### src/rtl/sig_control_nway_if.sv
// Signal bundle between the N-approach junction controller and its environment.
// The ped_req/walk members exist only when PED_WALK_EN is defined.
interface sig_control_nway_if #(
    parameter int N_CHAN = 4
);
    localparam int SVC_W = (N_CHAN > 1) ? $clog2(N_CHAN) : 1;

    logic [N_CHAN-1:0]   req;
    logic [2*N_CHAN-1:0] lights;
    logic [1:0]          phase;
    logic [SVC_W-1:0]    svc_ch;
`ifdef PED_WALK_EN
    logic                ped_req;
    logic                walk;

    modport master (output req, output ped_req, input lights, input phase, input svc_ch, input walk);
    modport slave  (input req, input ped_req, output lights, output phase, output svc_ch, output walk);
`else
    modport master (output req, input lights, input phase, input svc_ch);
    modport slave  (input req, output lights, output phase, output svc_ch);
`endif
endinterface

### src/rtl/sig_control_nway.sv
// N-approach junction controller: main road (ch0) green by default, side approaches
// served round-robin on demand. Optional pedestrian WALK phase under PED_WALK_EN.
module sig_control_nway #(
   parameter int N_CHAN      = 4,
   parameter int MIN_GREEN   = 8,
   parameter int MAX_GREEN   = 32,
   parameter int Y2R_DELAY   = 3,
   parameter int R2G_DELAY   = 2,
   parameter int WALK_CYCLES = 10,
   parameter int CNT_W       = 8
) (
   input logic               clock,
   input logic               clear,
   sig_control_nway_if.slave bus
);
   localparam int SVC_W = (N_CHAN > 1) ? $clog2(N_CHAN) : 1;
   localparam logic [CNT_W-1:0] MIN_G_M1  = CNT_W'(MIN_GREEN - 1);
   localparam logic [CNT_W-1:0] MAX_G_M1  = CNT_W'(MAX_GREEN - 1);
   localparam logic [CNT_W-1:0] Y2R_M1    = CNT_W'(Y2R_DELAY - 1);
   localparam logic [CNT_W-1:0] R2G_M1    = CNT_W'(R2G_DELAY - 1);
   localparam logic [CNT_W-1:0] WALK_M1   = CNT_W'(WALK_CYCLES - 1);
   localparam logic [CNT_W-1:0] TIMER_SAT = {CNT_W{1'b1}};
   localparam logic [CNT_W-1:0] TIMER_Z   = {CNT_W{1'b0}};
   localparam logic [2*N_CHAN-1:0] RESET_LIGHTS = {{(2*N_CHAN-2){1'b0}}, 2'd2};

   typedef enum logic [1:0] {
      PH_GREEN  = 2'd0,
      PH_YELLOW = 2'd1,
      PH_ALLRED = 2'd2,
      PH_WALK   = 2'd3
   } phase_t;

   phase_t              phase_r, phase_s;
   logic [SVC_W-1:0]    svc_r, svc_s, nxt_r, nxt_s;
   logic [CNT_W-1:0]    timer_r, timer_s;
   logic [N_CHAN-1:0]   pend_r, pend_s;
   logic [2*N_CHAN-1:0] lights_r;
   logic                green_exit_s;
   logic                ped_active_s;
`ifdef PED_WALK_EN
   logic                ped_pend_r, ped_pend_s;
   logic                walk_done_r, walk_done_s;
   logic                walk_r;
`endif

   // First pending side approach after s (wrapping, skipping ch0 and s); 0 if none.
   function automatic logic [SVC_W-1:0] pick_next(input logic [N_CHAN-1:0] p,
                                                  input logic [SVC_W-1:0]  s);
      logic [SVC_W-1:0] res;
      logic             found;
      int               idx;
      res   = {SVC_W{1'b0}};
      found = 1'b0;
      for (int i = 1; i < N_CHAN; i++) begin
         idx = int'(s) + i;
         idx = (idx >= N_CHAN) ? (idx - N_CHAN) : idx;
         if (!found && (idx != 0) && p[idx]) begin
            res   = SVC_W'(idx);
            found = 1'b1;
         end else begin
            found = found;
         end
      end
      return res;
   endfunction

   function automatic logic [2*N_CHAN-1:0] decode_lights(input phase_t ph,
                                                         input logic [SVC_W-1:0] s);
      logic [2*N_CHAN-1:0] l;
      l = {(2*N_CHAN){1'b0}};
      for (int k = 0; k < N_CHAN; k++) begin
         if (s == SVC_W'(k)) begin
            case (ph)
               PH_GREEN:  l[2*k +: 2] = 2'd2;
               PH_YELLOW: l[2*k +: 2] = 2'd1;
               default:   l[2*k +: 2] = 2'd0;
            endcase
         end else begin
            l[2*k +: 2] = 2'd0;
         end
      end
      return l;
   endfunction

   // Next-state: phase sequencing, phase timer, pending-request bookkeeping.
   always_comb begin
      phase_s      = phase_r;
      svc_s        = svc_r;
      nxt_s        = nxt_r;
      timer_s      = (timer_r == TIMER_SAT) ? timer_r : timer_r + {{(CNT_W-1){1'b0}}, 1'b1};
      pend_s       = pend_r | bus.req;
      green_exit_s = 1'b0;
`ifdef PED_WALK_EN
      ped_active_s = ped_pend_r;
      ped_pend_s   = ped_pend_r | bus.ped_req;
      walk_done_s  = walk_done_r;
`else
      ped_active_s = 1'b0;
`endif
      case (phase_r)
         PH_GREEN: begin
            if (svc_r == {SVC_W{1'b0}}) begin
               green_exit_s = (timer_r >= MIN_G_M1) && ((|pend_r) || ped_active_s);
            end else begin
               green_exit_s = ((timer_r >= MIN_G_M1) && !bus.req[svc_r]) || (timer_r == MAX_G_M1);
            end
            if (green_exit_s) begin
               phase_s = PH_YELLOW;
               timer_s = TIMER_Z;
               nxt_s   = pick_next(pend_r, svc_r);
            end else begin
               phase_s = PH_GREEN;
            end
         end
         PH_YELLOW: begin
            if (timer_r == Y2R_M1) begin
               phase_s = PH_ALLRED;
               timer_s = TIMER_Z;
            end else begin
               phase_s = PH_YELLOW;
            end
         end
         PH_ALLRED: begin
            if (timer_r == R2G_M1) begin
               timer_s = TIMER_Z;
`ifdef PED_WALK_EN
               if (ped_pend_r && !walk_done_r) begin
                  phase_s     = PH_WALK;
                  ped_pend_s  = 1'b0;
                  walk_done_s = 1'b1;
               end else begin
                  phase_s     = PH_GREEN;
                  svc_s       = nxt_r;
                  walk_done_s = 1'b0;
               end
`else
               phase_s = PH_GREEN;
               svc_s   = nxt_r;
`endif
            end else begin
               phase_s = PH_ALLRED;
            end
         end
`ifdef PED_WALK_EN
         PH_WALK: begin
            if (timer_r == WALK_M1) begin
               phase_s = PH_ALLRED;
               timer_s = TIMER_Z;
            end else begin
               phase_s = PH_WALK;
            end
         end
`endif
         default: begin
            phase_s = PH_GREEN;
            svc_s   = {SVC_W{1'b0}};
            timer_s = TIMER_Z;
         end
      endcase
      // Clearing beats setting: the approach that is (or becomes) GREEN never stays pending.
      pend_s[0] = 1'b0;
      for (int k = 1; k < N_CHAN; k++) begin
         if ((phase_s == PH_GREEN) && (svc_s == SVC_W'(k))) begin
            pend_s[k] = 1'b0;
         end else begin
            pend_s[k] = pend_s[k];
         end
      end
   end

   // State, timer, request and output registers.
   always_ff @(posedge clock or posedge clear) begin
      if (clear) begin
         phase_r     <= PH_GREEN;
         svc_r       <= {SVC_W{1'b0}};
         nxt_r       <= {SVC_W{1'b0}};
         timer_r     <= TIMER_Z;
         pend_r      <= {N_CHAN{1'b0}};
         lights_r    <= RESET_LIGHTS;
`ifdef PED_WALK_EN
         ped_pend_r  <= 1'b0;
         walk_done_r <= 1'b0;
         walk_r      <= 1'b0;
`endif
      end else begin
         phase_r     <= phase_s;
         svc_r       <= svc_s;
         nxt_r       <= nxt_s;
         timer_r     <= timer_s;
         pend_r      <= pend_s;
         lights_r    <= decode_lights(phase_s, svc_s);
`ifdef PED_WALK_EN
         ped_pend_r  <= ped_pend_s;
         walk_done_r <= walk_done_s;
         walk_r      <= (phase_s == PH_WALK);
`endif
      end
   end

   assign bus.lights = lights_r;
   assign bus.phase  = phase_r;
   assign bus.svc_ch = svc_r;
`ifdef PED_WALK_EN
   assign bus.walk   = walk_r;
`endif

endmodule

### src/flat_wrapper.sv
// flat-port wrapper written by rule: the top's interface ports become plain ports
module sig_control_nway_flat 
#(
   parameter int N_CHAN      = 4,
   parameter int MIN_GREEN   = 8,
   parameter int MAX_GREEN   = 32,
   parameter int Y2R_DELAY   = 3,
   parameter int R2G_DELAY   = 2,
   parameter int WALK_CYCLES = 10,
   parameter int CNT_W       = 8
)
  (clock, clear, bus_req, bus_lights, bus_phase, bus_svc_ch);
  sig_control_nway_if #(.N_CHAN(N_CHAN)) bus_i ();
  input logic clock;
  input logic clear;
  input wire logic [$bits(bus_i.req)-1:0] bus_req;
  output wire logic [$bits(bus_i.lights)-1:0] bus_lights;
  output wire logic [$bits(bus_i.phase)-1:0] bus_phase;
  output wire logic [$bits(bus_i.svc_ch)-1:0] bus_svc_ch;
  assign bus_i.req = bus_req;
  assign bus_lights = bus_i.lights;
  assign bus_phase = bus_i.phase;
  assign bus_svc_ch = bus_i.svc_ch;
  sig_control_nway #(.N_CHAN(N_CHAN), .MIN_GREEN(MIN_GREEN), .MAX_GREEN(MAX_GREEN), .Y2R_DELAY(Y2R_DELAY), .R2G_DELAY(R2G_DELAY), .WALK_CYCLES(WALK_CYCLES), .CNT_W(CNT_W)) u_core (.clock(clock), .clear(clear), .bus(bus_i));
endmodule
### config.mk
export PLATFORM = sky130hd
export DESIGN_NAME = sig_control_nway_flat
export DESIGN_NICKNAME = d
export VERILOG_FILES = /design/src/rtl/sig_control_nway_if.sv /design/src/rtl/sig_control_nway.sv /design/src/flat_wrapper.sv
export SDC_FILE = /design/constraint.sdc
export NUM_CORES = 1
export LEC_CHECK = 0
export BUFFER_PORTS_ARGS = -buffer_cell sky130_fd_sc_hd__buf_2
export CORE_ASPECT_RATIO = 0.75
export CORE_MARGIN = 4
export CORE_UTILIZATION = 61
export DETAILED_ROUTE_END_ITERATION = 12
export GPL_TIMING_DRIVEN = 0
export HOLD_SLACK_MARGIN = 0.08
export PLACE_DENSITY = 0.91
export SLEW_MARGIN = 10
export SYNTH_ARGS = -nofsm -noshare
export SYNTH_HDL_FRONTEND = slang
export SYNTH_SLANG_ARGS = --single-unit
### constraint.sdc
create_clock -name clock -period 6.5 [get_ports clock]
set_clock_uncertainty 0.15 [all_clocks]
set_input_delay 0.325 -clock clock [delete_from_list [all_inputs] [get_ports clock]]
set_output_delay 0.325 -clock clock [all_outputs]
set_load 0.05 [all_outputs]
==> key figures <==
Outcome
  • Status: finished, final reports clean

Finish
  • Fraction of layout cells with a size suffix above 1: 20.6%
  • Multi-input logic area: 753 µm²
  • Final non-filler cell total: 209
  • Synthesis-to-layout area growth: 11.5%
  • Diode count: 0
  • Fillers: 182
  • Post-layout nets: 188
  • Register area: 627 µm²

Floorplan
  • Core box area: 2290 µm²
  • Row cnt: 15
  • DIE AREA: 3260 µm²
  • Num ports: 18
  • Die Wd: 64.6 µm
  • Effective utilization at floorplan: 64.1%
  • Die H: 50.5 µm

Route
  • WL/cell: 17.0 µm
  • Residual DRC: 0
  • DRT antenna net count: 0
  • Drt total wl: 3550 µm
  • Via density: 6.28
  • 1st-pass router iterations: 4
  • Via Count: 1312
  • Initial DRC Count: 96

Global routing
  • Vias in the first global route: 1230
  • Largest net degree at the start of global routing: 26
  • First-pass GRT wire length: 5870 µm
  • Grt ovf: 0
  • Initial antenna violation count: 0
  • All-Layer GR Usage: 23.7%

Synth
  • Most numerous cell in the Yosys netlist: dfrtp_1
  • Seq/Total Area, Yosys: 42.7%
  • Synthesis-stage register bit count: 25
  • Syn Area/Cell: 9.59 µm²
  • Number of flops mapped to enable cells by yosys: 0
  • Synthesis Warnings: 0
  • Post-Syn Nets: 165
  • Post-synth top cells: dfrtp_1, nor2_1, nor3_1, nand2_1, inv_1
  • Top cell type by total area after synthesis: dfrtp_1
  • Share of the synthesized area in the top cell type: 40.9%
  • Synth Cell Area: 1470 µm²
  • Synth area leaders: dfrtp_1, ha_1, nor2_1
  • Number of library cell types mapped by synthesis: 39
  • FFs w/ async S/R, synth: 100%
  • Mapped Cells: 153
  • Synth Flop Type: dfrtp_1

Place
  • Gpl congestion: 0.804
  • Post-DP HPWL: 2550 µm
  • Count of input and output buffers: 17
  • Placed cell count: 204

Critical path
  • CP max FO: 10
  • Worst Path Required: 6590 ps
  • CP max-delay cell: a2111oi_0
  • Critical Path End Type: flop
  • CP Data Arrival Time: 2990 ps
  • Max incr delay on CP: 640 ps
  • R2r setup slk: 3590 ps
  • Crit-path cells: buf_6, inv_1, ha_1, buf_2, and3_1, a2111oi_0, nor3_1, o22a_1, mux2_2
  • CP Class: reg2reg
  • Worst setup SP type: flop

Clock tree
  • Sink Count: 25
  • CTS root buf: clkbuf_4
  • Max Root-Sink Buffers: 2
  • Post-CTS sizing: 0
  • H-tree depth: 1
  • TritonCTS clock tree: yes
  • Clock Latency Late Sink: 340 ps
  • CTS buffer count: 3
  • Clock transition at the registers of the reported paths: 150 ps

Timing
  • Slew HR: 36.9%
  • Tightest Pin Transition: 945 ps
  • RSZ-0062 raised after global routing: no
  • Fin Hold WS: 95.3 ps
  • Final hold violations: 0
  • Period utilization: 44.7%
  • Final setup viols: 0
  • Final TNS setup: 0 ps
  • Max Slew Vio Count: 0
  • Post-layout min period: 2910 ps
  • Max Clk Rate: 344 MHz

Pwr
  • Leakage: 0.785 nW
  • Worst VDD drop: 234 µV
  • PwrDens: 500 nW/µm²
  • Pwr Total: 0.818 mW

Min path
  • Worst hold path type: in2reg

Run
  • Max_cap viols: 0
worst max-delay path, delay by kind of cell (launching register included):
family          cells  cell delay [ps]
compound gates      2              890
mux                 1              280
buf+inv             3              440
flops               1              450
simple gates        2              290
fa+ha+maj           1              310
final cells by class:
class                           instances  share of cell area [%]
Buffer                                  9                    3.52
Clock buffer                            3                    1.38
Clock inverter                          1                   0.535
Inverter                                8                    1.83
Multi-Input combinational cell        111                    46.0
Sequential cell                        25                    38.3
Tap cell                               34                    2.60
Timing Repair Buffer                   18                    5.81
what timing repair did:
| item | in CTS | in global routing |
|---|---|---|
| hold buffers | 1 | 0 |
| setup buffers | 0 | 0 |
| endpoints found under the hold margin | 24 | 0 |
logic make-up (layout without fill, tap and decap cells):
kind of cell             after synthesis  after routing  synth area share (%)
AND/OR/NAND/NOR                       62             62                  21.3
multiplexers                           9              9                  7.25
flip-flops                            25             25                  42.7
buffers and inverters                 17             39                  5.97
AO/OA/AOI/OAI                         30             30                  15.3
adder cells (fa/ha/maj)                6              6                  5.11
XOR/XNOR                               4              4                  2.39
layer usage:
| layer | up-vias | GRT usage [%] | share of wire, % |
|---|---|---|---|
| met4 | 0 | 7.72 | 2.7 |
| met5 | - | 0 | 0 |
| li1 | 601 | - | - |
| met3 | 15 | 6.49 | 5.9 |
| met1 | 639 | 30.2 | 43 |
| met2 | 57 | 39.2 | 48 |
registers in the layout, indices dropped and copies added (netlist names):
signal	count
u_core.pend_r	3
u_core.nxt_r	2
u_core.timer_r	8
u_core.bus.phase	2
u_core.bus.svc_ch	2
u_core.bus.lights	8
cells in the final DEF (no fill, tap or decap), types with 2 or more instances in the layout:
cell,n
clkbuf_1,2
a21oi_1,3
nand2_1,10
nor3_1,12
o21ai_0,2
clkbuf_4,3
a31oi_1,5
nor2_1,19
o22a_1,2
a311oi_1,2
mux2_2,3
ha_1,6
a211oi_1,3
xnor2_1,4
a2111oi_0,2
dfrtp_1,24
nand2b_1,2
mux2i_1,5
buf_2,21
nor2b_1,3
buf_6,2
and3_1,7
o22ai_1,3
inv_1,8
nand3_1,5
metrics by stage:
stage                     cell area (µm²)  util [%]  setup slack, ps
final                                1640      71.5             3590
after floorplan                      1470         -             3560
after detailed placement             1600      69.7             3630
after CTS                            1640      71.5             3610
after global placement               1600      69.7             3730
after global routing                 1640      71.5             3450
power breakdown:
part / switching (mW) / total, mW / internal [mW]
sequential: 0.0421 / 0.243 / 0.201
combinational: 0.318 / 0.497 / 0.179
clock: 0.0527 / 0.0779 / 0.0252
final timing paths:
kind	startpoint	to	depth (start not counted)
max in group asynchronous	clear	u_core.bus.svc_ch[0]	3
worst max-delay path	u_core.bus.svc_ch[0]	u_core.nxt_r[0]	9
min in group asynchronous	clear	u_core.bus.phase[0]	3
worst min register to register	u_core.nxt_r[0]	u_core.nxt_r[0]	1
worst min-delay path	bus_req[3]	u_core.pend_r[3]	3
worst max register to register	u_core.bus.svc_ch[0]	u_core.nxt_r[0]	9
No activity file was read; power rests on OpenSTA's default activity.
